===== src/rtl/mips_pkg.sv =====
// mips_pkg
// Shared constants for the MIPS register file slice: register count,
// hard-wired zero register index, stack-pointer register index and the
// native word width.
package mips_pkg;

   localparam int REG_COUNT  = 32;
   localparam int ZERO_REG   = 0;
   localparam int SP_REG     = 29;
   localparam int WORD_WIDTH = 32;

endpackage : mips_pkg


===== src/rtl/mips_register_file_decoder.sv =====
// decoder_5_to_32
// Write-enable generator for the register file. Produces a one-hot select
// from the destination address, gated by the write enable. The zero
// register's select is forced low so writes to it vanish.
//
// Ports
//   i_addr  : destination register address
//   i_en    : write enable (reg_write)
//   o_we    : one-hot per-register write strobe
module decoder_5_to_32
   import mips_pkg::*;
#(
   parameter int ADDR_WIDTH = 5
) (
   input  logic [ADDR_WIDTH-1:0]      i_addr,
   input  logic                       i_en,
   output logic [(1<<ADDR_WIDTH)-1:0] o_we
);

   always_comb begin
      o_we = '0;
      if (i_en) begin
         o_we[i_addr] = 1'b1;
      end
      o_we[ZERO_REG] = 1'b0;
   end

endmodule : decoder_5_to_32


===== src/rtl/mips_register_file_mux.sv =====
// mux_32_to_1
// Combinational word selector used for each read port. Selects one of
// 2**SEL_WIDTH words of DATA_WIDTH bits by index.
//
// Ports
//   i_words : flattened bank of words, index 0 at the low end
//   i_sel   : word index
//   o_data  : selected word
module mux_32_to_1 #(
   parameter int DATA_WIDTH = 32,
   parameter int SEL_WIDTH  = 5
) (
   input  logic [(1<<SEL_WIDTH)-1:0][DATA_WIDTH-1:0] i_words,
   input  logic [SEL_WIDTH-1:0]                      i_sel,
   output logic [DATA_WIDTH-1:0]                     o_data
);

   assign o_data = i_words[i_sel];

endmodule : mux_32_to_1


===== src/rtl/mips_register_file.sv =====
// mips_register_file
// Two-read, one-write MIPS general-purpose register file. Reads are
// combinational with no write-to-read bypass (a read of the register being
// written returns the old value). Register 0 is hard-wired to zero.
// Synchronous active-high reset clears all registers except $sp, which
// loads SP_INIT.
//
// Ports
//   clock       : rising-edge clock
//   reset       : synchronous active-high reset, wins over a write
//   read_reg_1  : rs address          -> read_data_1
//   read_reg_2  : rt address          -> read_data_2
//   write_reg   : destination address
//   write_data  : write-back value
//   reg_write   : write enable
module mips_register_file
   import mips_pkg::*;
#(
   parameter int                    DATA_WIDTH = WORD_WIDTH,
   parameter int                    ADDR_WIDTH = 5,
   parameter logic [DATA_WIDTH-1:0] SP_INIT    = 32'h0000_0FFC
) (
   input  logic                  clock,
   input  logic                  reset,
   input  logic [ADDR_WIDTH-1:0] read_reg_1,
   input  logic [ADDR_WIDTH-1:0] read_reg_2,
   input  logic [ADDR_WIDTH-1:0] write_reg,
   input  logic [DATA_WIDTH-1:0] write_data,
   input  logic                  reg_write,
   output logic [DATA_WIDTH-1:0] read_data_1,
   output logic [DATA_WIDTH-1:0] read_data_2
);

   localparam int NUM_REGS = 1 << ADDR_WIDTH;

   logic [NUM_REGS-1:0]                 w_we;
   logic [NUM_REGS-1:0][DATA_WIDTH-1:0] w_regs;

   decoder_5_to_32 #(
      .ADDR_WIDTH (ADDR_WIDTH)
   ) u_we_dec (
      .i_addr (write_reg),
      .i_en   (reg_write),
      .o_we   (w_we)
   );

   // The zero register has no storage, so it reads 0 even before the
   // first reset.
   assign w_regs[ZERO_REG] = '0;

   for (genvar i = 1; i < NUM_REGS; i++) begin : g_reg
      localparam logic [DATA_WIDTH-1:0] RST_VAL = (i == SP_REG) ? SP_INIT : '0;

      logic [DATA_WIDTH-1:0] r_word;

      always_ff @(posedge clock) begin
         if (reset) begin
            r_word <= RST_VAL;
         end else if (w_we[i]) begin
            r_word <= write_data;
         end
      end

      assign w_regs[i] = r_word;
   end

   mux_32_to_1 #(
      .DATA_WIDTH (DATA_WIDTH),
      .SEL_WIDTH  (ADDR_WIDTH)
   ) u_rd_mux_1 (
      .i_words (w_regs),
      .i_sel   (read_reg_1),
      .o_data  (read_data_1)
   );

   mux_32_to_1 #(
      .DATA_WIDTH (DATA_WIDTH),
      .SEL_WIDTH  (ADDR_WIDTH)
   ) u_rd_mux_2 (
      .i_words (w_regs),
      .i_sel   (read_reg_2),
      .o_data  (read_data_2)
   );

endmodule : mips_register_file


===== config.mk =====
export PLATFORM = sky130hd
export DESIGN_NAME = mips_register_file
export DESIGN_NICKNAME = d
export VERILOG_FILES = /design/src/rtl/mips_pkg.sv /design/src/rtl/mips_register_file_decoder.sv /design/src/rtl/mips_register_file_mux.sv /design/src/rtl/mips_register_file.sv
export SDC_FILE = /design/constraint.sdc
export NUM_CORES = 2
export LEC_CHECK = 0
export BUFFER_PORTS_ARGS = -buffer_cell sky130_fd_sc_hd__clkbuf_2
export CAP_MARGIN = 0
export CORE_MARGIN = 2
export CORE_UTILIZATION = 50
export CTS_CLUSTER_DIAMETER = 60
export CTS_CLUSTER_SIZE = 40
export DETAILED_ROUTE_END_ITERATION = 8
export GPL_TIMING_DRIVEN = 0
export PLACE_DENSITY = 0.69
export SETUP_SLACK_MARGIN = 0.1
export SYNTH_ARGS = -nofsm -noshare
export SYNTH_HDL_FRONTEND = slang
export SYNTH_SLANG_ARGS = --single-unit

===== constraint.sdc =====
create_clock -name clock -period 3.2 [get_ports clock]
set_input_delay 0.96 -clock clock [delete_from_list [all_inputs] [get_ports clock]]
set_output_delay 0.96 -clock clock [all_outputs]
set_load 0.01 [all_outputs]

==> results.sh <==
export IMPL_cts_inserted_buffers=99
export IMPL_final_min_period_over_clock_period_pct=118.8
export IMPL_worstMarginPinSlew_ps=1443
export IMPL_global_route_wire_length_before_repair_mm=342.5
export IMPL_comb_power_share_pct=15.3
export IMPL_clock_insertion_delay_worst_skew_ps=720
export IMPL_dp_hpwl_mm=192.5
export IMPL_path_max_fanout=6
export IMPL_synth_distinct_cells=31
export IMPL_postRouteWirelength_mm=250.9
export IMPL_violations_in_the_final_reports="negative setup slack"
export IMPL_synth_top_family_by_area="simple AND/OR/NAND/NOR gates"
export IMPL_worst_setup_path_start_kind="primary input"
export IMPL_nFillCells=8882
export IMPL_min_delay_path_class="reg -> reg"
export IMPL_die_x_um=324.1
export IMPL_dieHeight_um=324.1
export IMPL_ctsRootBufferMaster="clkbuf_16"
export IMPL_synth_area_per_cell_sq_um=7.783
export IMPL_clock_pin_slew_reported_for_the_worst_setup_and_hold_paths_after_clock_tree_synthesis_ps=60
export IMPL_ir_worst_vdd_v=0.0005117
export IMPL_area_growth_syn_to_layout_pct=26.29
export IMPL_fin_cells=8319
export IMPL_cts_max_path_buffers=3
export IMPL_finished_cell_area_sq_mm=0.06471
export IMPL_detail_route_first_pass_iterations=8
export IMPL_synth_seq_area_share_pct=38.76
export IMPL_pin_count_of_the_biggest_net_entering_global_routing=23
export IMPL_grt_setup_unrepaired="yes"
export IMPL_place_congestion=1.032
export IMPL_io_buffer_count=107
export IMPL_worst_setup_path_category="in -> out"
export IMPL_floorplan_die_area_sq_mm=0.1051
export IMPL_power_share_switching_pct=31.33
export IMPL_timing_final_hold_violations=0
export IMPL_synth_mux_area_fraction_pct=19.22
export IMPL_cp_data_required_time_ps=2240
export IMPL_pwr_density_cell_mw_per_mm2=464.0
export IMPL_nets=6912
export IMPL_synth_compound_gate_area_share_pct=16.47
export IMPL_clock_period_minus_final_worst_setup_slack_ps=3803
export IMPL_netSwitchingPower_mw=9.407
export IMPL_drt_vias_per_instance=6.465
export IMPL_hold_worst_slack_ps=468.4
export IMPL_antenna_violating_nets_post_route=0
export IMPL_synthesis_yosys_warnings=0
export IMPL_timing_critical_path_arrival_ps=2840
export IMPL_critical_path_top_cell_by_count="buf_12"
export IMPL_max_cap_viol_count=0
export IMPL_drtIter0Drc=7819
export IMPL_detailroute_via_count=53780
export IMPL_drive_gt1_share_pct=18.62
export IMPL_cts_htree_levels=3
export IMPL_setup_violations=64
export IMPL_core_area_sq_mm=0.1017
export IMPL_fin_util_pct=63.60
export IMPL_registers_top_by_ff_count="g.r_word"
export IMPL_fin_total_pwr_mw=30.02
export IMPL_cell_internal_power_mw=20.62
export IMPL_clockPowerShare_pct=43.0
export IMPL_start_util_pct=50.36
export IMPL_gr_usage_all_layers_pct=45.74
export IMPL_placed_cell_area_sq_mm=0.05413
export IMPL_grt_ovfl_total=0
export IMPL_fmax_mhz=262.9
export IMPL_syn_nets=6633
export IMPL_status="finished with violations"
export IMPL_endpoint_kind="primary output"
export IMPL_placement_rows=117
export IMPL_remaining_drc_errors=0
export IMPL_largest_register_ffs=992
export IMPL_cts_sinks=992
export IMPL_finalMaxSlewViolations=0
export IMPL_layout_setup_ws_ps=-603.2
export IMPL_synth_cells=6583
export IMPL_floorplan_io_pins=114
export IMPL_antenna_found_initial=10
export IMPL_syn_cell_area_sq_mm=0.05124
export IMPL_critPathSlowestCell="a31oi_4"
export IMPL_worst_clock_skew_ps=0
export IMPL_wl_per_cell_um=30.16
export IMPL_relative_slew_slack_pct=3.787
export IMPL_cts_tree="done"
export IMPL_register_share_of_total_power_pct=41.6
export IMPL_placedCellCount=8058
export IMPL_synth_simple_gate_area_share_pct=20.02
export IMPL_power_leakage_nw=23.42
export IMPL_ys_seq_elements=992
export IMPL_timing_critical_path_slowest_cell_delay_ps=280
export IMPL_synth_xor_xnor_area_share_pct=0
export IMPL_vias_in_the_first_global_route=48270
export IMPL_registers_with_the_most_flip_flops="g.r_word: 992 flops"
export IMPL_synth_adder_area_share_pct=0
export IMPL_crit_path_cell_trace="buf_16, buf_12, nor2b_4, buf_12, buf_16, buf_12, a221oi_2, nor3_2, a31oi_4, nand3_4, clkbuf_2"
[layer usage]
metal / global-route usage (%) / share of wire [%] / routed length (um) / vias up
met2: 61.74 / 39 / 98180 / 3625
li1: - / - / - / 23290
met4: 22.38 / 5.6 / 14060 / 8
met3: 15.58 / 15 / 36530 / 603
met5: 0 / 0.024 / 59 / -
met1: 64.28 / 41 / 102000 / 26260
[worst max-delay path: cells and delay by family]
family | cells | cell delay (ps)
simple gates | 3 | 430
compound gates | 2 | 550
buf+inv | 6 | 870
[cells by family (layout without fill, tap and decap cells)]
kind of cell | count (synthesis) | in the layout
AOI/OAI and AO/OA | 1494 | 1494
buffers and inverters | 651 | 1014
DFF | 992 | 992
muxes | 896 | 896
other | 0 | 5
and+or+nand+nor | 2550 | 2550
[timing repair]
item | CTS | global route
resized for setup | 880 | 424
hold buffers | 0 | 0
setup endpoints to repair | 64 | 64
buffers inserted | 28 | 28
cloned | 9 | 10
pin swaps | 124 | 115
[per-stage QoR]
step           setup TNS [ps]  setup slack [ps]
2_1_floorplan               0             103.3
3_3_place_gp          -209580             -2073
3_5_place_dp          -217060             -2064
4_1_cts                -26900            -497.7
5_1_grt                -28790            -587.6
6_report               -29130            -603.2
[cell type report]
class / count / area (sq um) / share of cell area (%)
Multi-Input combinational cell: 4940 / 32650 / 50.45
Clock buffer: 105 / 2562 / 3.960
Buffer: 647 / 5010 / 7.742
Antenna cell: 5 / 12.51 / 0.01934
Sequential cell: 992 / 19860 / 30.69
Timing Repair Buffer: 182 / 1936 / 2.991
Tap cell: 1368 / 1712 / 2.645
Clock inverter: 80 / 969.7 / 1.499
[cells in the mapped netlist]
| cell | instances | area [sq um] |
|---|---|---|
| clkbuf_2 | 1 | 5.000 |
| nor2b_1 | 72 | 450.4 |
| a22oi_1 | 256 | 1922 |
| nor2_1 | 21 | 78.83 |
| a221oi_1 | 64 | 560.5 |
| dfxtp_1 | 992 | 19860 |
| or2_2 | 4 | 25.02 |
| and2_0 | 1 | 6.260 |
| buf_1 | 24 | 90.09 |
| a31oi_1 | 64 | 400.4 |
| mux2_2 | 64 | 720.7 |
| mux4_2 | 64 | 1441 |
| nor2_4 | 7 | 78.83 |
| buf_2 | 175 | 875.8 |
| mux2i_1 | 768 | 7687 |
| nand3_1 | 194 | 970.9 |
| or3b_2 | 1 | 8.760 |
| clkbuf_1 | 406 | 1524 |
| nand3b_1 | 12 | 90.09 |
| or3b_1 | 1 | 8.760 |
| nor3b_1 | 2 | 15.01 |
| nand2b_1 | 2 | 12.51 |
| a21oi_1 | 1110 | 5555 |
| and3_1 | 2 | 12.51 |
| nor3_1 | 65 | 325.3 |
| and2_1 | 6 | 37.54 |
| nand2_1 | 2150 | 8070 |
| and3b_1 | 2 | 17.52 |
| nor2_2 | 7 | 43.79 |
| or2_1 | 1 | 6.260 |
| buf_4 | 45 | 337.8 |
[power groups by stage]
stage	clock network, mW	logic, mW	registers, mW
after global placement	0	3.35	12.8
after floorplan	0	1.84	12.8
final	12.9	4.61	12.5
after global routing	13.3	4.63	12.5
after detailed placement	0	3.37	12.8
after CTS	12.9	4.02	12.5
[final timing paths]
check | endpoint | cells after the start | startpoint | slack (ps)
worst max-delay path | read_data_2[30] | 11 | read_reg_2[1] | -600
worst max register to register | g_reg[29].r_word[1]$_SDFFE_PP0P_ | 2 | g_reg[29].r_word[1]$_SDFFE_PP0P_ | 2300
worst min register to register | g_reg[1].r_word[4]$_SDFFE_PP0P_ | 2 | g_reg[1].r_word[4]$_SDFFE_PP0P_ | 470
worst min-delay path | g_reg[1].r_word[4]$_SDFFE_PP0P_ | 2 | g_reg[1].r_word[4]$_SDFFE_PP0P_ | 470
[cells in the final DEF (no fill, tap or decap), types with 54 or more instances in the layout]
master / n
nand3_2: 79
mux2i_1: 755
dfxtp_1: 992
a21oi_1: 1106
buf_6: 95
nand3_1: 72
a22oi_1: 196
buf_2: 72
mux4_2: 64
buf_4: 67
nand2_1: 2148
a31oi_4: 54
buf_12: 55
a22oi_2: 60
clkbuf_1: 306
clkbuf_2: 87
clkbuf_16: 126
Power figures use the tool's default switching activity.
